$ cat src/rtl/seq_mult_display.sv
// Sequential shift-add unsigned multiplier with double-dabble BCD conversion
// and a 4-digit multiplexed common-anode seven-segment driver.
module seq_mult_display #(
  parameter int WIDTH       = 4,
  parameter int REFRESH_DIV = 100000
) (
  input  logic               clk,
  input  logic               rst,
  input  logic               start,
  input  logic [WIDTH-1:0]   a,
  input  logic [WIDTH-1:0]   b,
  output logic               busy,
  output logic               done,
  output logic [2*WIDTH-1:0] product,
  output logic [3:0]         seg_anode,
  output logic [6:0]         seg_cathode
);

  localparam int PW = 2 * WIDTH;
  localparam int CW = $clog2(PW);
  localparam int RW = (REFRESH_DIV > 1) ? $clog2(REFRESH_DIV) : 1;
  localparam logic [CW-1:0] MULT_LAST    = CW'(WIDTH - 1);
  localparam logic [CW-1:0] BCD_LAST     = CW'(PW - 1);
  localparam logic [RW-1:0] REFRESH_LAST = RW'(REFRESH_DIV - 1);

  typedef enum logic [1:0] {IDLE, MULT, BCD, DONE} state_t;

  state_t            state, state_next;
  logic              accept;
  logic [CW-1:0]     cnt;
  logic [PW-1:0]     mcand, acc, acc_next, shreg;
  logic [WIDTH-1:0]  mplier;
  logic [15:0]       bcd, bcd_adj, bcd_next;
  logic [3:0][3:0]   digits;
  logic [RW-1:0]     refresh_cnt;
  logic [1:0]        digit_idx;
  logic [3:0]        cur_digit;
  logic              blank;

  function automatic logic [6:0] seg_decode(input logic [3:0] d);
    case (d)
      4'd0:    return 7'b1000000;
      4'd1:    return 7'b1111001;
      4'd2:    return 7'b0100100;
      4'd3:    return 7'b0110000;
      4'd4:    return 7'b0011001;
      4'd5:    return 7'b0010010;
      4'd6:    return 7'b0000010;
      4'd7:    return 7'b1111000;
      4'd8:    return 7'b0000000;
      4'd9:    return 7'b0010000;
      default: return 7'b1111111;
    endcase
  endfunction

  // ---------------------------------------------------------------- control
  always_ff @(posedge clk or posedge rst) begin
    if (rst) state <= IDLE;
    // NOTE: sequential state uses non-blocking assignments so every register
    // samples pre-edge values regardless of process evaluation order.
    else     state <= state_next;
  end

  always_comb begin
    // NOTE: every output of this block gets a default first; otherwise an
    // uncovered path would hold its old value and infer a latch.
    state_next = state;
    accept     = 1'b0;
    case (state)
      IDLE: if (start) begin
        state_next = MULT;
        accept     = 1'b1;
      end
      MULT:    if (cnt == MULT_LAST) state_next = BCD;
      BCD:     if (cnt == BCD_LAST)  state_next = DONE;
      DONE:    state_next = IDLE;
      default: state_next = IDLE;
    endcase
  end

  assign busy = (state != IDLE);
  assign done = (state == DONE);

  // --------------------------------------------------------------- datapath
  always_comb begin
    acc_next = acc + (mplier[0] ? mcand : '0);
    for (int i = 0; i < 4; i++) begin
      bcd_adj[4*i +: 4] = (bcd[4*i +: 4] >= 4'd5) ? bcd[4*i +: 4] + 4'd3
                                                  : bcd[4*i +: 4];
    end
    bcd_next = (bcd_adj << 1) | 16'(shreg[PW-1]);
  end

  // NOTE: working registers are reset along with the visible ones so that an
  // aborted operation leaves no stale partial product behind.
  always_ff @(posedge clk or posedge rst) begin
    if (rst) begin
      cnt     <= '0;
      mcand   <= '0;
      mplier  <= '0;
      acc     <= '0;
      shreg   <= '0;
      bcd     <= '0;
      product <= '0;
      digits  <= '0;
    end else begin
      case (state)
        IDLE: if (accept) begin
          mcand  <= PW'(a);
          mplier <= b;
          acc    <= '0;
          cnt    <= '0;
        end
        MULT: begin
          acc    <= acc_next;
          mcand  <= mcand << 1;
          mplier <= mplier >> 1;
          if (cnt == MULT_LAST) begin
            // Final partial sum goes straight into the BCD shifter.
            cnt   <= '0;
            shreg <= acc_next;
            bcd   <= '0;
          end else begin
            cnt <= cnt + CW'(1);
          end
        end
        BCD: begin
          bcd   <= bcd_next;
          shreg <= shreg << 1;
          cnt   <= cnt + CW'(1);
          if (cnt == BCD_LAST) begin
            product <= acc;
            digits  <= bcd_next;
          end
        end
        default: ;
      endcase
    end
  end

  // ---------------------------------------------------------------- display
  always_ff @(posedge clk or posedge rst) begin
    if (rst) begin
      refresh_cnt <= '0;
      digit_idx   <= '0;
    end else if (refresh_cnt == REFRESH_LAST) begin
      refresh_cnt <= '0;
      digit_idx   <= digit_idx + 2'd1;
    end else begin
      refresh_cnt <= refresh_cnt + RW'(1);
    end
  end

  // Anode and cathode decode from the same registers, so both switch together.
  always_comb begin
    cur_digit = digits[digit_idx];
    blank     = 1'b0;
    case (digit_idx)
      2'd3:    blank = (digits[3]   == 4'd0);
      2'd2:    blank = (digits[3:2] == 8'd0);
      2'd1:    blank = (digits[3:1] == 12'd0);
      default: blank = 1'b0;
    endcase
    seg_anode   = ~(4'b0001 << digit_idx);
    seg_cathode = blank ? 7'b1111111 : seg_decode(cur_digit);
  end

endmodule

$ cat config.mk
export PLATFORM = sky130hd
export DESIGN_NAME = seq_mult_display
export DESIGN_NICKNAME = d
export VERILOG_FILES = /design/src/rtl/seq_mult_display.sv
export SDC_FILE = /design/constraint.sdc
export NUM_CORES = 1
export LEC_CHECK = 0
export CORE_MARGIN = 8
export CORE_UTILIZATION = 54
export CTS_CLUSTER_SIZE = 30
export DETAILED_ROUTE_END_ITERATION = 16
export GPL_TIMING_DRIVEN = 0
export PLACE_DENSITY = 0.77
export SLEW_MARGIN = 5
export SYNTH_ARGS = -nofsm -noshare
export SYNTH_HDL_FRONTEND = slang
export SYNTH_SLANG_ARGS = --single-unit
$ cat constraint.sdc
create_clock -name clk -period 2.96 [get_ports clk]
set_input_delay 0.592 -clock clk [delete_from_list [all_inputs] [get_ports clk]]
set_output_delay 0.592 -clock clk [all_outputs]
set_load 0.01 [all_outputs]
==> Word-level counts from Yosys, hierarchy flattened <==
Memories as Yosys holds them, arrays and structs flattened.
Index checks and enable logic that the tools add are counted.
{ "totals": {"output_inout_bits": 21, "input_bits": 11, "regBits": 92, "word_cells": 86, "n_memories": 1, "mem_bits_ro": 112} }
{ "mem_list": {"columns": ["name", "words", "word_bits", "read_ports", "rd_clocked_by_memory_dff", "write_ports", "line_no", "text"], "rows": [
  ["(no name shown)", 16, 7, 1, 0, 0, "41", "case (d)"]
]} }
{ "op_classes": {"n_shift": 1, "order_cmp": 5, "bitwise_logic": 2, "mux": 29, "reduce_logical": 13, "add_sub_neg": 8, "eq_ne": 13} }
{ "op_table": {"columns": ["operator", "count"], "rows": [
  ["$pmux 8 s2", 3],
  ["$mux 8", 4],
  ["$pmux 16 s2", 1],
  ["$mux 4", 5],
  ["$add 17x1->17 const B", 1],
  ["$eq 17x17->1 const B", 1],
  ["$mux 17", 1],
  ["$ge 4x3->1 const B", 4],
  ["$mux 16", 1],
  ["$or 16x1->16", 1],
  ["$add 4x2->4 const B", 3],
  ["$logic_not 12->1", 1],
  ["$mux 3", 3],
  ["$pmux 3 s3", 1],
  ["$add 8x8->8", 1],
  ["$bmux 4 s2", 1],
  ["$eq 2x2->1 const B", 4],
  ["$logic_not 8->1", 1],
  ["$ne 2x2->1 const B", 4],
  ["$pmux 2 s4", 1],
  ["$pmux 4 s2", 1],
  ["$reduce_and 2->1", 4],
  ["$mux 7", 1],
  ["$mux 2", 3],
  ["16 further kinds", 20]
]} }

==> Longest topological paths before layout <==
{ "depth": {"ltp_word": 4, "mapped_depth": 8, "depth_no_buf": 8} }

==> Worst setup path after synthesis <==
Ideal clock, no wire load.
{ "synth_timing": {"path_type": "reg2out", "from": "register digit_idx[1]", "to": "output seg_cathode[3]", "n_path_buf": 1, "setup_slack_ns": 0.556, "required_time_ns": 2.368, "arrival_ns": 1.812, "stages_incl_launch_ff": 8, "cell_sequence": "dfrtp_1 -> buf_6 -> mux4_2 -> inv_1 -> ha_1 -> a21oi_1 -> nor2_1 -> o21ai_1"} }
{ "synth_between": {"elab_chain_len": 4, "elab_cells_between_ends": 8, "cone_classes": "eq/ne: 3; mux: 4; memory: 1"} }
{ "synth_lines": {"columns": ["element", "line_no", "text"], "rows": [
  ["start: declaration", "36", "logic [1:0] digit_idx;"],
  ["start signal: assignment", "148", "digit_idx <= digit_idx + 2'd1;"],
  ["$bmux 4 s2", "156", "cur_digit = digits[digit_idx];"],
  ["$mux 4 (not written as such)", "156", null],
  ["$mem_v2 16x7", null, null],
  ["$mux 7 (*)", "165", "seg_cathode = blank ? 7'b1111111 : seg_decode(cur_digit);"],
  ["end: declaration", "16", "output logic [6:0] seg_cathode"]
]} }
Every way passes the cells marked *; elsewhere a longest branch is shown, timed or not. The select of a mux whose other input is x is not followed.

==> Final worst setup path <==
Same ends and word-level chain as after synthesis.

==> impl_metrics.py <==
metrics = {
    "run_status": {
        "outcome": "complete, no violations",
    },
    "global_routing": {
        "grt_start_max_net_pins": 41,
        "grt-ovfl-total": 0,
        "grt_pass1_wl_um": 17200,
        "grt_util_all_layers_pct": 16.7,
        "grt_antenna_before_repair": 0,
        "grt_pass1_vias": 3796,
    },
    "route": {
        "wl_per_cell_um": 15.5,
        "drc_errors": 0,
        "drt-total-wl_um": 10300,
        "postRouteAntennaNets": 0,
        "drt-initial-drc-count": 214,
        "firstDrtPassIters": 4,
        "vias": 3807,
        "viasPerCell": 5.70,
    },
    "logic_synthesis": {
        "syn_area_per_cell_um2": 9.91,
        "synth_compound_area_share_pct": 13.7,
        "synth_top_area_share_pct": 46.4,
        "syn_area_um2": 4970,
        "async_reset_ff_share_pct": 100,
        "synth_top_family_by_area": "simple AND/OR/NAND/NOR gates",
        "synth_fp_nets": 547,
        "netlist_top_cells_count": "dfrtp_1 (92), nand2_1 (54), o21ai_0 (49), nor2_1 (36), ha_1 (34)",
        "synth_area_leaders": "dfrtp_1 (46%), ha_1 (8.6%), o21ai_0 (4.9%)",
        "ys_seq_area_share_pct": 46.4,
        "synth_simple_gate_area_share_pct": 16.2,
        "yosysTopAreaCell": "dfrtp_1",
        "synth-seq-cells": 92,
        "synth_ff_type": "dfrtp_1",
        "ys_warn_count": 0,
        "synth_edf_count": 0,
        "yosysMostFrequentCell": "dfrtp_1",
        "synthMuxAreaShare_pct": 6.45,
        "synth_xor_area_share_pct": 4.59,
        "netlist_instances": 501,
        "synth_cell_types": 49,
        "synth_adder_area_share_pct": 8.97,
    },
    "pwr": {
        "clkPwrFrac_pct": 21.5,
        "p_seq_share_pct": 39.5,
        "switchingPower_mw": 1.65,
        "total_power_mw": 4.19,
        "ir_drop_mv": 0.556,
        "leakage_nw": 2.60,
        "pwr-share-comb_pct": 39.0,
        "power_density_nw_per_um2": 732,
        "cell_internal_pwr_mw": 2.53,
        "switching_share_pct": 39.5,
    },
    "timing": {
        "slew_headroom_pct": 62.0,
        "worstMarginPinSlew_ns": 0.564,
        "max_freq_mhz": 351,
        "final-hold-violation-count": 0,
        "min_period_ns": 2.85,
        "finalClockSkew_ns": 0.0158,
        "setup_viol": 0,
        "drv_slew": 0,
        "period_share_pct": 96.2,
        "timing.final.ws_setup_ns": 0.114,
    },
    "setup_path": {
        "path_cells": "buf_6 > mux4_2 > buf_4 > ha_1 > nor2_2 > a21oi_1 > nor2_1 > o21ai_1 > buf_2",
        "worstSetupPathType": "flop to primary output",
        "startpoint_type": "flop",
        "worstPathRequired_ns": 2.37,
        "critical_path.max_stage_delay_ns": 0.54,
        "worstPathArrival_ns": 2.25,
        "cp_max_fo": 6,
        "cp-end-kind": "primary output",
        "cp_slowest_cell": "mux4_2",
    },
    "floorplan": {
        "die_y_um": 112,
        "initial_utilization_pct": 54.8,
        "core_area_um2": 9060,
        "die-area_um2": 12500,
        "ioPinCount": 32,
        "rows": 35,
        "die_w_um": 112,
    },
    "run": {
        "cap_violations": 0,
    },
    "clock_tree": {
        "hold_buffers": 0,
        "htree_levels": 3,
        "cts_tree": "built",
        "cts.clk_slew.worst_paths_ns": 0.10,
        "cts_root_buf": "clkbuf_8",
        "clkLatencyLatePin_ns": 0.36,
        "numCtsBuffers": 9,
        "cts_num_sinks": 92,
        "clockBufferDepth": 2,
    },
    "layout": {
        "fin_util_pct": 63.1,
        "n_antenna_cell": 0,
        "nets": 598,
        "num-fill-cells": 727,
        "areaGrowthSynthToFinish_pct": 15.1,
        "drive_gt1_share_pct": 12.9,
    },
    "placed_design": {
        "dp_slack_ns": -0.0148,
        "globalplace.congestion": 0.850,
        "post-dp-hpwl_um": 7450,
        "io_buffers": 31,
    },
    "worst_hold_path": {
        "hp-class": "flop to flop",
    },
}
==> through the flow <==
stage | instances | hold WS, ns | instance area, µm² | TNS, ns
after floorplan | 501 | 0.445 | 4970 | 0
final | 668 | 0.498 | 5720 | 0
after detailed placement | 645 | 0.474 | 5460 | -0.0148
after global routing | 668 | 0.517 | 5720 | -0.0971
after global placement | 643 | 0.462 | 5420 | 0
after CTS | 664 | 0.495 | 5690 | 0
==> critical path, delay by kind of cell (launching register included) <==
family	cells	cell delay (ns)
AO/OA/AOI/OAI	2	0.11
adder cells (fa/ha/maj)	1	0.19
buffers and inverters	3	0.43
flip-flops	1	0.38
multiplexers	1	0.54
AND/OR/NAND/NOR	2	0.22
==> sequential cells by signal (all words and copies together) (netlist names) <==
name / cells
acc: 8
bcd: 16
cnt: 3
digit_idx: 2
digits: 16
mcand: 8
mplier: 4
product: 8
refresh_cnt: 17
shreg: 8
state: 2
==> what timing repair did <==
item                                    in CTS  in global routing
setup buffers                                3                  4
pin swaps                                    1                  2
endpoints found under the setup margin       7                  7
gates resized for setup                     11                 14
==> power by group through the flow <==
stage | Combinational (mW) | Sequential (mW) | Clock (mW)
finish | 1.63 | 1.65 | 0.901
global route | 1.82 | 1.68 | 0.970
detailed placement | 1.63 | 1.68 | 0
floorplan | 1.24 | 1.62 | 0
global placement | 1.57 | 1.66 | 0
CTS | 1.64 | 1.65 | 0.930
==> per-layer routing <==
layer  wire length, µm  vias up  track usage, %
met4               147        0            6.65
met1              4670     1865            20.2
met3               400       14            3.52
met5                 0        -               0
li1                  -     1858               -
met2              5120       70            28.3
==> logic make-up after synthesis <==
| logic type | Yosys count |
|---|---|
| AND/OR/NAND/NOR | 161 |
| AO/OA/AOI/OAI | 118 |
| flip-flops | 92 |
| buffers and inverters | 44 |
| adder cells (fa/ha/maj) | 35 |
| XOR/XNOR | 26 |
| multiplexers | 25 |
==> layout make-up <==
cell class	instances	area [µm²]	area share, %
Buffer	15	80.1	1.40
Clock buffer	9	124	2.17
Clock inverter	7	91.3	1.60
Inverter	29	113	1.97
Multi-Input combinational cell	365	2490	43.5
Sequential cell	92	2300	40.3
Tap cell	111	139	2.43
Timing Repair Buffer	40	383	6.70
==> layout by cell type (no fill, tap or decap), types with 3 or more instances in the layout <==
master,synthesis,layout
buf_2,7,8
mux2i_1,5,5
clkbuf_1,6,6
ha_1,34,34
o21ai_0,49,48
a21oi_1,31,30
mux2_2,16,16
clkdlybuf4s50_1,0,24
xor2_1,12,12
nand2_1,54,54
o22ai_1,14,14
nand3_1,13,12
nand2b_1,7,7
clkdlybuf4s15_1,0,3
and3_1,5,5
and2_1,8,8
nor3_1,13,13
dfrtp_1,92,92
o21ai_1,4,5
a22o_1,8,8
mux4_2,4,4
clkbuf_8,0,9
nor3b_1,7,7
nor2_1,36,35
buf_4,0,7
nand4_1,5,5
inv_1,27,24
clkbuf_2,0,3
xnor2_1,14,14
==> final timing paths <==
| kind | startpoint | end | slack [ns] | cells past startpoint |
|---|---|---|---|---|
| max in group asynchronous | rst | refresh_cnt[3]$_DFF_PP0_ | 1.81 | 3 |
| min in group asynchronous | rst | bcd[9]$_DFFE_PP0P_ | 0.60 | 2 |
| hold / removal | shreg[1]$_DFFE_PP0P_ | shreg[1]$_DFFE_PP0P_ | 0.50 | 2 |
| setup reg to reg | mplier[0]$_DFFE_PP0P_ | shreg[6]$_DFFE_PP0P_ | 0.37 | 8 |
| setup / recovery | digit_idx[1]$_DFFE_PP0N_ | seg_cathode[3] | 0.11 | 9 |
| hold reg to reg | shreg[1]$_DFFE_PP0P_ | shreg[1]$_DFFE_PP0P_ | 0.50 | 2 |
(Power assumes the default switching activity.)
